--- src/rtl/hilo_acc_unit.sv ---
// HI/LO register pair with direct writes and a multi-cycle result path that
// loads, accumulates into, or subtracts from the 2W-bit {HI,LO} value.
module hilo_acc_unit #(
    parameter int W = 32
) (
    input  logic         clk,
    input  logic         rst,
    input  logic [1:0]   wen,
    input  logic [W-1:0] hi_i,
    input  logic [W-1:0] lo_i,
    input  logic         start,
    input  logic [1:0]   op,
    input  logic         res_valid,
    input  logic [W-1:0] res_hi,
    input  logic [W-1:0] res_lo,
    input  logic         flush,
    output logic [W-1:0] hi_o,
    output logic [W-1:0] lo_o,
    output logic         busy,
    output logic         stall,
    output logic         done
);

    typedef enum logic {
        S_IDLE = 1'b0,
        S_WAIT = 1'b1
    } state_t;

    state_t         state;
    state_t         state_next;
    logic [W-1:0]   hi_q;
    logic [W-1:0]   lo_q;
    logic [1:0]     op_q;
    logic           done_q;
    logic [2*W-1:0] p;
    logic [2*W-1:0] r;
    logic [2*W-1:0] p_next;
    logic           commit;

    assign p      = {hi_q, lo_q};
    assign r      = {res_hi, res_lo};
    // flush outranks res_valid, so a killed operation never commits
    assign commit = (state == S_WAIT) & res_valid & ~flush;

    // State register
    always_ff @(posedge clk) begin
        if (rst) begin
            state <= S_IDLE;
        end else begin
            state <= state_next;
        end
    end

    // Next-state logic
    always_comb begin
        state_next = state;
        case (state)
            S_IDLE: if (start) state_next = S_WAIT;
            S_WAIT: if (flush || res_valid) state_next = S_IDLE;
            default: state_next = S_IDLE;
        endcase
    end

    // Output logic
    always_comb begin
        busy  = (state == S_WAIT);
        stall = busy & (start | (wen != 2'b00)) & ~(res_valid & ~flush);
    end

    // Full-width arithmetic lets LO's carry/borrow ripple into HI
    always_comb begin
        p_next = p;
        case (op_q)
            2'b00:   p_next = r;
            2'b01:   p_next = p + r;
            2'b10:   p_next = p - r;
            default: p_next = p;
        endcase
    end

    // Direct writes and issue capture only happen in IDLE
    always_ff @(posedge clk) begin
        if (rst) begin
            hi_q   <= '0;
            lo_q   <= '0;
            op_q   <= 2'b00;
            done_q <= 1'b0;
        end else begin
            done_q <= commit;
            if (commit) begin
                {hi_q, lo_q} <= p_next;
            end else if (state == S_IDLE) begin
                if (wen[1]) hi_q <= hi_i;
                if (wen[0]) lo_q <= lo_i;
                if (start)  op_q <= op;
            end
        end
    end

    assign hi_o = hi_q;
    assign lo_o = lo_q;
    assign done = done_q;

endmodule

--- config.mk ---
export PLATFORM = sky130hd
export DESIGN_NAME = hilo_acc_unit
export DESIGN_NICKNAME = d
export VERILOG_FILES = /design/src/rtl/hilo_acc_unit.sv
export SDC_FILE = /design/constraint.sdc
export NUM_CORES = 1
export LEC_CHECK = 0
export CORE_MARGIN = 2
export CORE_UTILIZATION = 48
export DETAILED_ROUTE_END_ITERATION = 6
export PLACE_DENSITY = 0.77
export SLEW_MARGIN = 20
export SYNTH_ARGS = -nofsm -noshare
export SYNTH_HDL_FRONTEND = slang
export SYNTH_SLANG_ARGS = --single-unit
--- constraint.sdc ---
create_clock -name clk -period 6.09 [get_ports clk]
set_input_delay 0.9135 -clock clk [delete_from_list [all_inputs] [get_ports clk]]
set_output_delay 0.9135 -clock clk [all_outputs]
set_load 0.1 [all_outputs]
==> results.yml, run 1 <==
worst_setup_path:
  startpoint_type: "primary input"
  endpoint_kind: "register"
  required_ns: 6.36
  arrival_ns: 6.02
  crit_type: "primary input to register"
  critPathMaxFanout: 4
worst_hold_path:
  hold_path.class: "register to register"
global_routing:
  grt_pass1_wl_um: 54700
  grt_pass1_vias: 10181
  grt_max_degree: 71
  grt_use_total: 0.349
  grt_antenna_before_repair: 0
  grt_overflow: 0
placed_design:
  dp_worst_setup_slack_ns: -0.201
  dp_hpwl_um: 27000
  gp_congestion: 0.968
  place.port_buffers: 203
logic_synthesis:
  ys_warn_count: 0
  ys_seq_area_frac: 0.154
  synth_top_area_cell: "dfxtp_1"
  synth_edf_count: 0
  synth_top_family_by_area: "compound AO/OA/AOI/OAI gates"
  synth_simple_gate_area_share: 0.237
  synth_xor_area_frac: 0.113
  synthAdderAreaFrac: 0.0970
  syn-num-nets: 1487
  synth_compound_area_frac: 0.311
  synth_top_area_share: 0.154
  synth.distinct_cells: 72
  syn_area_mm2: 0.00885
  muxShareOfSynthArea: 0.0319
  avgSynthCellArea_um2: 6.91
  synth-async-reset-ratio: 0
  synthCells: 1282
  ys.flop_type: "dfxtp_1"
  synthTopCellsByArea: "dfxtp_1, a21oi_1, ha_1"
  synth-seq-cells: 68
detailed_routing:
  drc: 0
  dr.pass1.iters: 6
  routed_via_density: 6.19
  wl_um: 35300
  antenna_left: 0
  first_iter_violations: 930
  num_vias: 10828
  wl_per_cell_um: 20.2
sta:
  hold_ws_ns: 0.483
  drv_slew: 0
  rsz0062_at_grt: "no"
  worst_slack_ns: 0.342
  slew_headroom: 0.243
  fin_skew_ns: 0.00683
  max_slew.worst_pin.slew_ns: 1.13
  hold_violations: 0
  setup_violations: 0
  tns_ns: 0
  timing.final.crit_share: 0.944
  layout_min_cycle_time_ns: 5.75
  clock.fmax_mhz: 174
cells_and_area:
  drive_gt1_frac: 0.0941
  syn2layout_area_growth_pct: 34.8
  regArea_mm2: 0.00136
  nets: 1720
  n_fill_cell: 1642
  diodes: 0
  multi_input_area_mm2: 0.00704
outcome:
  outcome: "complete, no violations"
die:
  die_area_mm2: 0.0195
  start_util: 0.491
  core_mm2: 0.0180
  ioPinCount: 204
  die_w_um: 140
  die_h_um: 140
  fp-row-count: 49
clock_network:
  clk_pin_slew_ns: 0.07
  cts_tree: "built"
  cts.htree.levels: 3
  clock-root-buffer: "clkbuf_16"
  cts_max_path_buffers: 2
  clk-insertion-delay-late_ns: 0.35
  hold_buffers: 0
  cts_sinks: 68
  cts_buffers: 9
power:
  vdd_drop_max_mv: 0.166
  power_density_mw_per_mm2: 211
  total_power_mw: 2.51
  p_leak_nw: 4.74
flow_run:
  drv_cap: 0
-- timing repair --
| item | 4_1_cts | 5_1_grt |
|---|---|---|
| gates resized for setup | 0 | 8 |
| endpoints found under the hold margin | 0 | 0 |
| endpoints found under the setup margin | 0 | 6 |
| buffers inserted | 0 | 3 |
-- area by class of cell --
class | instances | share of cell area
clock buffers | 10 | 0.0200
clock inverters | 6 | 0.00535
inverters | 54 | 0.0170
multi-input cells | 1084 | 0.590
flip-flops and latches | 68 | 0.114
well taps | 229 | 0.0240
repair buffers | 298 | 0.230
-- state kept, by name, summed over array words and instances (netlist names) --
| signal | flops |
|---|---|
| op_q | 2 |
| busy | 1 |
| done | 1 |
| lo_o | 32 |
| hi_o | 32 |
-- power by group --
group	switching, mW	internal [mW]	leakage [nW]	total (mW)
registers	0.0363	0.480	0.561	0.516
logic	0.898	0.535	4.03	1.43
clock network	0.237	0.328	0.144	0.565
-- layer usage --
metal,track usage,up-vias,share of wire
li1,-,5158,-
met1,0.447,5078,0.42
met2,0.600,509,0.48
met3,0.0471,83,0.070
met4,0.123,0,0.029
met5,0,-,0
-- cell usage after synthesis, drive strengths merged, types with 4 or more instances --
master,n
a2111oi,10
a211o,5
a211oi,34
a21o,24
a21oi,171
a221oi,9
a31o,4
a31oi,23
and2,4
and3,10
buf,13
clkbuf,63
dfxtp,68
ha,67
inv,54
mux2i,26
nand2,96
nand2b,6
nand3,17
nand3b,5
nand4,19
nand4b,4
nor2,158
nor2b,11
nor3,60
nor4,14
o211ai,16
o21a,8
o21ai,68
o21bai,20
o31ai,6
o32ai,10
o41ai,4
or2,5
or3,9
or4,9
xnor2,94
xor2,20
-- critical path, stage by stage --
cell and delay (ns):
clkdlybuf4s50_1 0.42, or4_4 0.55, or4_4 0.43, or2_1 0.26
nor3_2 0.18, nand4b_1 0.24, nor4_4 0.29, a21oi_2 0.17
a21oi_1 0.18, xor2_1 0.17, ha_1 0.28, inv_1 0.06
o21bai_1 0.08, a21oi_1 0.17, o21ai_0 0.13, a31o_2 0.29
a2111oi_0 0.41, o21bai_1 0.13, a221oi_1 0.34, xor2_1 0.12
a211oi_1 0.22
-- metrics by stage --
step / area (µm²) / cells / util
global route: 11900 / 1749 / 0.662
global placement: 11600 / 1730 / 0.642
finish: 11900 / 1749 / 0.662
detailed placement: 11600 / 1730 / 0.642
floorplan: 8850 / 1282 / -
CTS: 11900 / 1746 / 0.659
-- worst paths after layout --
kind	from	end	slack [ns]	cells past startpoint
worst max-delay path	res_lo[12]	hi_o[30]	0.34	21
worst max register to register	op_q[0]	hi_o[17]	1.12	15
worst min register to register	hi_o[3]	hi_o[3]	0.48	2
worst min-delay path	hi_o[3]	hi_o[3]	0.48	2
-- logic make-up after synthesis --
kind of cell               count (synthesis)
AOI/OAI and AO/OA                        437
and+or+nand+nor                          437
buffers and inverters                    130
xor gates and xnor gates                 114
adders and majority gates                 68
DFF                                       68
muxes                                     28
-- cells in the final DEF (no fill, tap or decap), drive strengths merged, types with 5 or more instances in the layout --
master         count
a21o              24
mux2i             26
nand4             19
nand2b             6
a221oi             9
nor4              14
o32ai             10
buf               96
a211o              5
and3              10
o211ai            16
nor2b             11
o21a               8
clkbuf            10
nand3b             5
xor2              20
nand2             96
o31ai              6
or2                5
inv               54
a2111oi           10
nand3             17
ha                67
xnor2             94
o21bai            20
nor3              60
a211oi            34
dfxtp             68
a21oi            171
or4                9
o21ai             68
clkdlybuf4s50    202
a31oi             23
nor2             158
or3                9
No activity file was read; power rests on OpenSTA's default activity.
==> run 2: changes to the inputs <==
--- a/config.mk
+++ b/config.mk
@@ -5,10 +5,13 @@
 export SDC_FILE = /design/constraint.sdc
 export NUM_CORES = 1
 export LEC_CHECK = 0
+export CAP_MARGIN = 10
+export CELL_PAD_IN_SITES_DETAIL_PLACEMENT = 2
+export CELL_PAD_IN_SITES_GLOBAL_PLACEMENT = 2
 export CORE_MARGIN = 2
-export CORE_UTILIZATION = 48
+export CORE_UTILIZATION = 28
 export DETAILED_ROUTE_END_ITERATION = 6
-export PLACE_DENSITY = 0.77
+export PLACE_DENSITY_LB_ADDON = 0.1
 export SLEW_MARGIN = 20
 export SYNTH_ARGS = -nofsm -noshare
 export SYNTH_HDL_FRONTEND = slang
==> results.yml, run 2 (synthesis results as in run 1) <==
outcome:
  outcome: "complete, no violations"
die:
  core_mm2: 0.0313
  die_area_mm2: 0.0331
  start_util: 0.283
  fp-row-count: 65
  die_w_um: 182
  ioPinCount: 204
  die_h_um: 182
sta:
  hold_ws_ns: 0.482
  worst_slack_ns: 0.240
  drv_slew: 0
  setup_violations: 0
  layout_min_cycle_time_ns: 5.85
  timing.final.crit_share: 0.961
  fin_skew_ns: 0.0128
  hold_violations: 0
  max_slew.worst_pin.slew_ns: 1.03
  clock.fmax_mhz: 171
  slew_headroom: 0.311
global_routing:
  grt_overflow: 0
  grt_pass1_wl_um: 70800
  grt_antenna_before_repair: 2
  grt_max_degree: 71
  grt_pass1_vias: 12064
  grt_use_total: 0.277
power:
  p_leak_nw: 5.14
  vdd_drop_max_mv: 0.135
  total_power_mw: 2.73
  power_density_mw_per_mm2: 213
cells_and_area:
  layout_common_cells: "clkdlybuf4s50_1, buf_4, a21oi_1, nor2_1, nand2_1"
  drive_gt1_frac: 0.143
  fin_cells: 2003
  syn2layout_area_growth_pct: 44.7
  nets: 1799
  final_common_cell: "clkdlybuf4s50_1"
clock_network:
  cts_tree: "built"
  cts_max_path_buffers: 2
  clock-root-buffer: "clkbuf_16"
  cts_sinks: 68
  cts_buffers: 9
  clk-insertion-delay-late_ns: 0.37
  clk_pin_slew_ns: 0.07
  cts.htree.levels: 3
placed_design:
  dp_hpwl_um: 37200
  gp_congestion: 0.892
  dp_worst_setup_slack_ns: -0.560
  placed_cells: 1983
  place.port_buffers: 203
worst_setup_path:
  slowest_stage: "or4_4"
  startpoint_type: "primary input"
  crit_chain: "clkdlybuf4s50_1 -> or4_4 -> or4_4 -> buf_4 -> nor4b_4 -> buf_4 -> and3_4 -> and2_1 -> a31oi_1 -> xnor2_1 -> ha_1 -> a21oi_1 -> o21bai_1 -> a21oi_1 -> o21ai_0 -> a31o_2 -> a2111oi_0 -> o21bai_1 -> a221oi_2 -> xor2_1 -> a211oi_1"
  crit_type: "primary input to register"
  endpoint_kind: "register"
  required_ns: 6.37
  slowest_delay_ns: 0.55
  critPathMaxFanout: 5
  path_buf_inv: 3
  arrival_ns: 6.13
  crit_family: "compound AO/OA/AOI/OAI gates"
detailed_routing:
  first_iter_violations: 482
  num_vias: 11191
  drc: 0
  dr.pass1.iters: 5
  wl_per_cell_um: 23.1
  wl_um: 46200
  antenna_left: 0
  routed_via_density: 5.59
worst_hold_path:
  hold_path.class: "register to register"
flow_run:
  drv_cap: 0
-- run 2: changes by cell type in the layout (fill, tap and decap cells not counted), moves of 2 or more --
cell      previous run  this run
diode_2              0         2
buf_4               95       174
nor3_1              58        56
clkbuf_8             1         4
-- run 2: final timing paths --
path              startpoint       end  slack [ns]  cells past startpoint
setup reg to reg     op_q[0]  hi_o[25]        1.33                     17
setup / recovery  res_lo[12]  hi_o[30]        0.24                     21
hold reg to reg      lo_o[0]   lo_o[0]        0.48                      2
hold / removal       lo_o[0]   lo_o[0]        0.48                      2
-- run 2: area by class of cell --
| type | instances | area [µm²] |
|---|---|---|
| diodes | 2 | 5.00 |
| clock buffers | 13 | 280 |
| clock inverters | 3 | 42.5 |
| fillers | 3706 | 18500 |
| inverters | 54 | 203 |
| multi-input cells | 1084 | 7080 |
| flip-flops and latches | 68 | 1360 |
| well taps | 402 | 503 |
| repair buffers | 377 | 3330 |
-- run 2: worst min-delay path, cell delays in order, from the launching register on --
cell     delay [ns]
dfxtp_1        0.33
nand2_1        0.06
a21oi_1        0.05
-- run 2: per-stage QoR --
stage | utilization | area, µm² | setup TNS (ns)
after CTS | 0.407 | 12700 | 0
after global placement | 0.396 | 12400 | -1.50
after detailed placement | 0.396 | 12400 | -2.88
final | 0.409 | 12800 | 0
after floorplan | - | 8850 | 0
after global routing | 0.409 | 12800 | -0.147
-- run 2: report_power, final --
group	internal [mW]	switching [mW]
Clock	0.363	0.253
Combinational	0.613	0.979
Sequential	0.480	0.0393
-- run 2: repair_timing --
action	4_1_cts	5_1_grt
pin swaps	0	1
buffers inserted	0	2
resized for setup	2	10
endpoints found under the setup margin	2	12
hold buffers	0	0
-- run 2: layer usage --
layer | routed length [µm] | vias to the layer above | global-route usage
li1 | - | 5318 | -
met1 | 21400 | 5596 | 0.358
met2 | 22300 | 220 | 0.479
met3 | 1330 | 57 | 0.0311
met4 | 1170 | 0 | 0.0878
met5 | 0 | - | 0
==> run 3: changes to the inputs <==
--- a/config.mk
+++ b/config.mk
@@ -8,7 +8,6 @@
 export CAP_MARGIN = 10
 export CELL_PAD_IN_SITES_DETAIL_PLACEMENT = 2
 export CELL_PAD_IN_SITES_GLOBAL_PLACEMENT = 2
-export CORE_MARGIN = 2
 export CORE_UTILIZATION = 28
 export DETAILED_ROUTE_END_ITERATION = 6
 export PLACE_DENSITY_LB_ADDON = 0.1
==> results.yml, run 3 (synthesis results as in run 1) <==
detailed_routing:
  first_iter_violations: 518
  antenna_left: 0
  num_vias: 11323
  wl_um: 46600
  dr.pass1.iters: 7
  routed_via_density: 5.61
  drc: 14
  wl_per_cell_um: 23.1
clock_network:
  cts.htree.levels: 3
  clock-root-buffer: "clkbuf_16"
  hold_buffers: 0
  cts_max_path_buffers: 2
  cts_tree: "built"
  clk_pin_slew_ns: 0.06
  clk-insertion-delay-late_ns: 0.36
  cts_sinks: 68
  cts_buffers: 9
worst_setup_path:
  required_ns: 6.32
  critPathMaxFanout: 3
  crit_type: "primary input to register"
  r2r_setup_slack_ns: 1.47
  startpoint_type: "primary input"
  endpoint_kind: "register"
  arrival_ns: 6.09
sta:
  setup_violations: 0
  drv_slew: 0
  max_slew.worst_pin.slew_ns: 1.13
  tns_ns: 0
  clock.fmax_mhz: 171
  fin_skew_ns: 0.00935
  layout_min_cycle_time_ns: 5.86
  hold_violations: 0
  slew_headroom: 0.248
  worst_slack_ns: 0.230
  timing.final.crit_share: 0.962
cells_and_area:
  drive_gt1_frac: 0.157
  final_common_cell: "clkdlybuf4s50_1"
  multi_input_area_mm2: 0.00712
  n_fill_cell: 3630
  diodes: 0
  regArea_mm2: 0.00136
  nets: 1823
  layout_common_cells: "clkdlybuf4s50_1, buf_4, a21oi_1, nor2_1, nand2_1"
  post-route-util: 0.421
  design_area_mm2: 0.0130
  syn2layout_area_growth_pct: 46.7
power:
  total_power_mw: 2.72
  power_density_mw_per_mm2: 210
  p_leak_nw: 5.27
  vdd_drop_max_mv: 0.148
die:
  die_w_um: 180
  start_util: 0.287
  die_h_um: 180
  die_area_mm2: 0.0323
  core_mm2: 0.0308
  fp-row-count: 64
  ioPinCount: 204
flow_run:
  drv_cap: 0
placed_design:
  dpl_cell_area_mm2: 0.0126
  dp_hpwl_um: 37300
  place.port_buffers: 203
  gp_congestion: 0.870
  dp_worst_setup_slack_ns: -0.487
global_routing:
  grt_pass1_vias: 12567
  grt_pass1_wl_um: 71800
  grt_overflow: 0
  grt_max_degree: 71
  grt_use_total: 0.286
  grt_antenna_before_repair: 0
outcome:
  outcome: "complete, but fails checks"
  violations: "DRC"
worst_hold_path:
  hold_path.class: "register to register"
==> run 3: cell count changes in the layout (fill, tap and decap cells not counted), sizes merged <==
cell   delta
diode     -2
buf      +24
==> run 3: cell type report <==
cell class	instances	area share
Tap cell	396	0.0381
Clock buffer	13	0.0193
Inverter	54	0.0156
Timing Repair Buffer	401	0.270
Sequential cell	68	0.105
Multi-Input combinational cell	1084	0.548
Clock inverter	3	0.00356
==> run 3: worst max-delay path, cell delays in order <==
cell	delay (ns)
clkdlybuf4s50_1	0.42
or4_4	0.54
or4_4	0.45
or2_1	0.26
nor3_2	0.11
buf_4	0.14
nand4b_1	0.22
nor4_4	0.37
buf_4	0.19
a21oi_1	0.08
xnor2_1	0.15
ha_1	0.30
a21o_1	0.18
a21o_1	0.19
a21oi_2	0.17
o21ai_0	0.10
buf_4	0.17
a31oi_2	0.19
nor2b_1	0.16
buf_4	0.16
o31ai_2	0.08
xnor2_1	0.13
a2111oi_0	0.39
==> run 3: per-stage QoR <==
step	cells	hold WS (ns)
2_1_floorplan	1282	0.594
5_1_grt	2019	0.515
6_report	2019	0.474
3_5_place_dp	2002	0.468
4_1_cts	2018	0.480
3_3_place_gp	2002	0.462
==> run 3: final timing paths <==
| kind | cells after the start | start | to |
|---|---|---|---|
| worst max register to register | 18 | op_q[0] | hi_o[19] |
| worst min register to register | 2 | lo_o[0] | lo_o[0] |
| worst min-delay path | 2 | lo_o[0] | lo_o[0] |
| worst max-delay path | 23 | res_lo[12] | hi_o[19] |
==> run 3: metal layers <==
metal | routed length, µm | vias to the layer above | track usage
li1 | - | 5381 | -
met1 | 20700 | 5632 | 0.351
met4 | 1670 | 0 | 0.109
met3 | 1420 | 75 | 0.0346
met2 | 22700 | 235 | 0.506
met5 | 0 | - | 0
==> run 3: repair_timing <==
item	in CTS	in global routing
pin swaps	0	7
setup endpoints to repair	2	14
endpoints found under the hold margin	0	0
setup buffers	0	1
gates resized for setup	1	21
==> run 3: where the power goes <==
| group | total (mW) | switching [mW] | internal (mW) |
|---|---|---|---|
| logic | 1.62 | 0.992 | 0.631 |
| registers | 0.519 | 0.0388 | 0.480 |
| clock network | 0.580 | 0.249 | 0.331 |
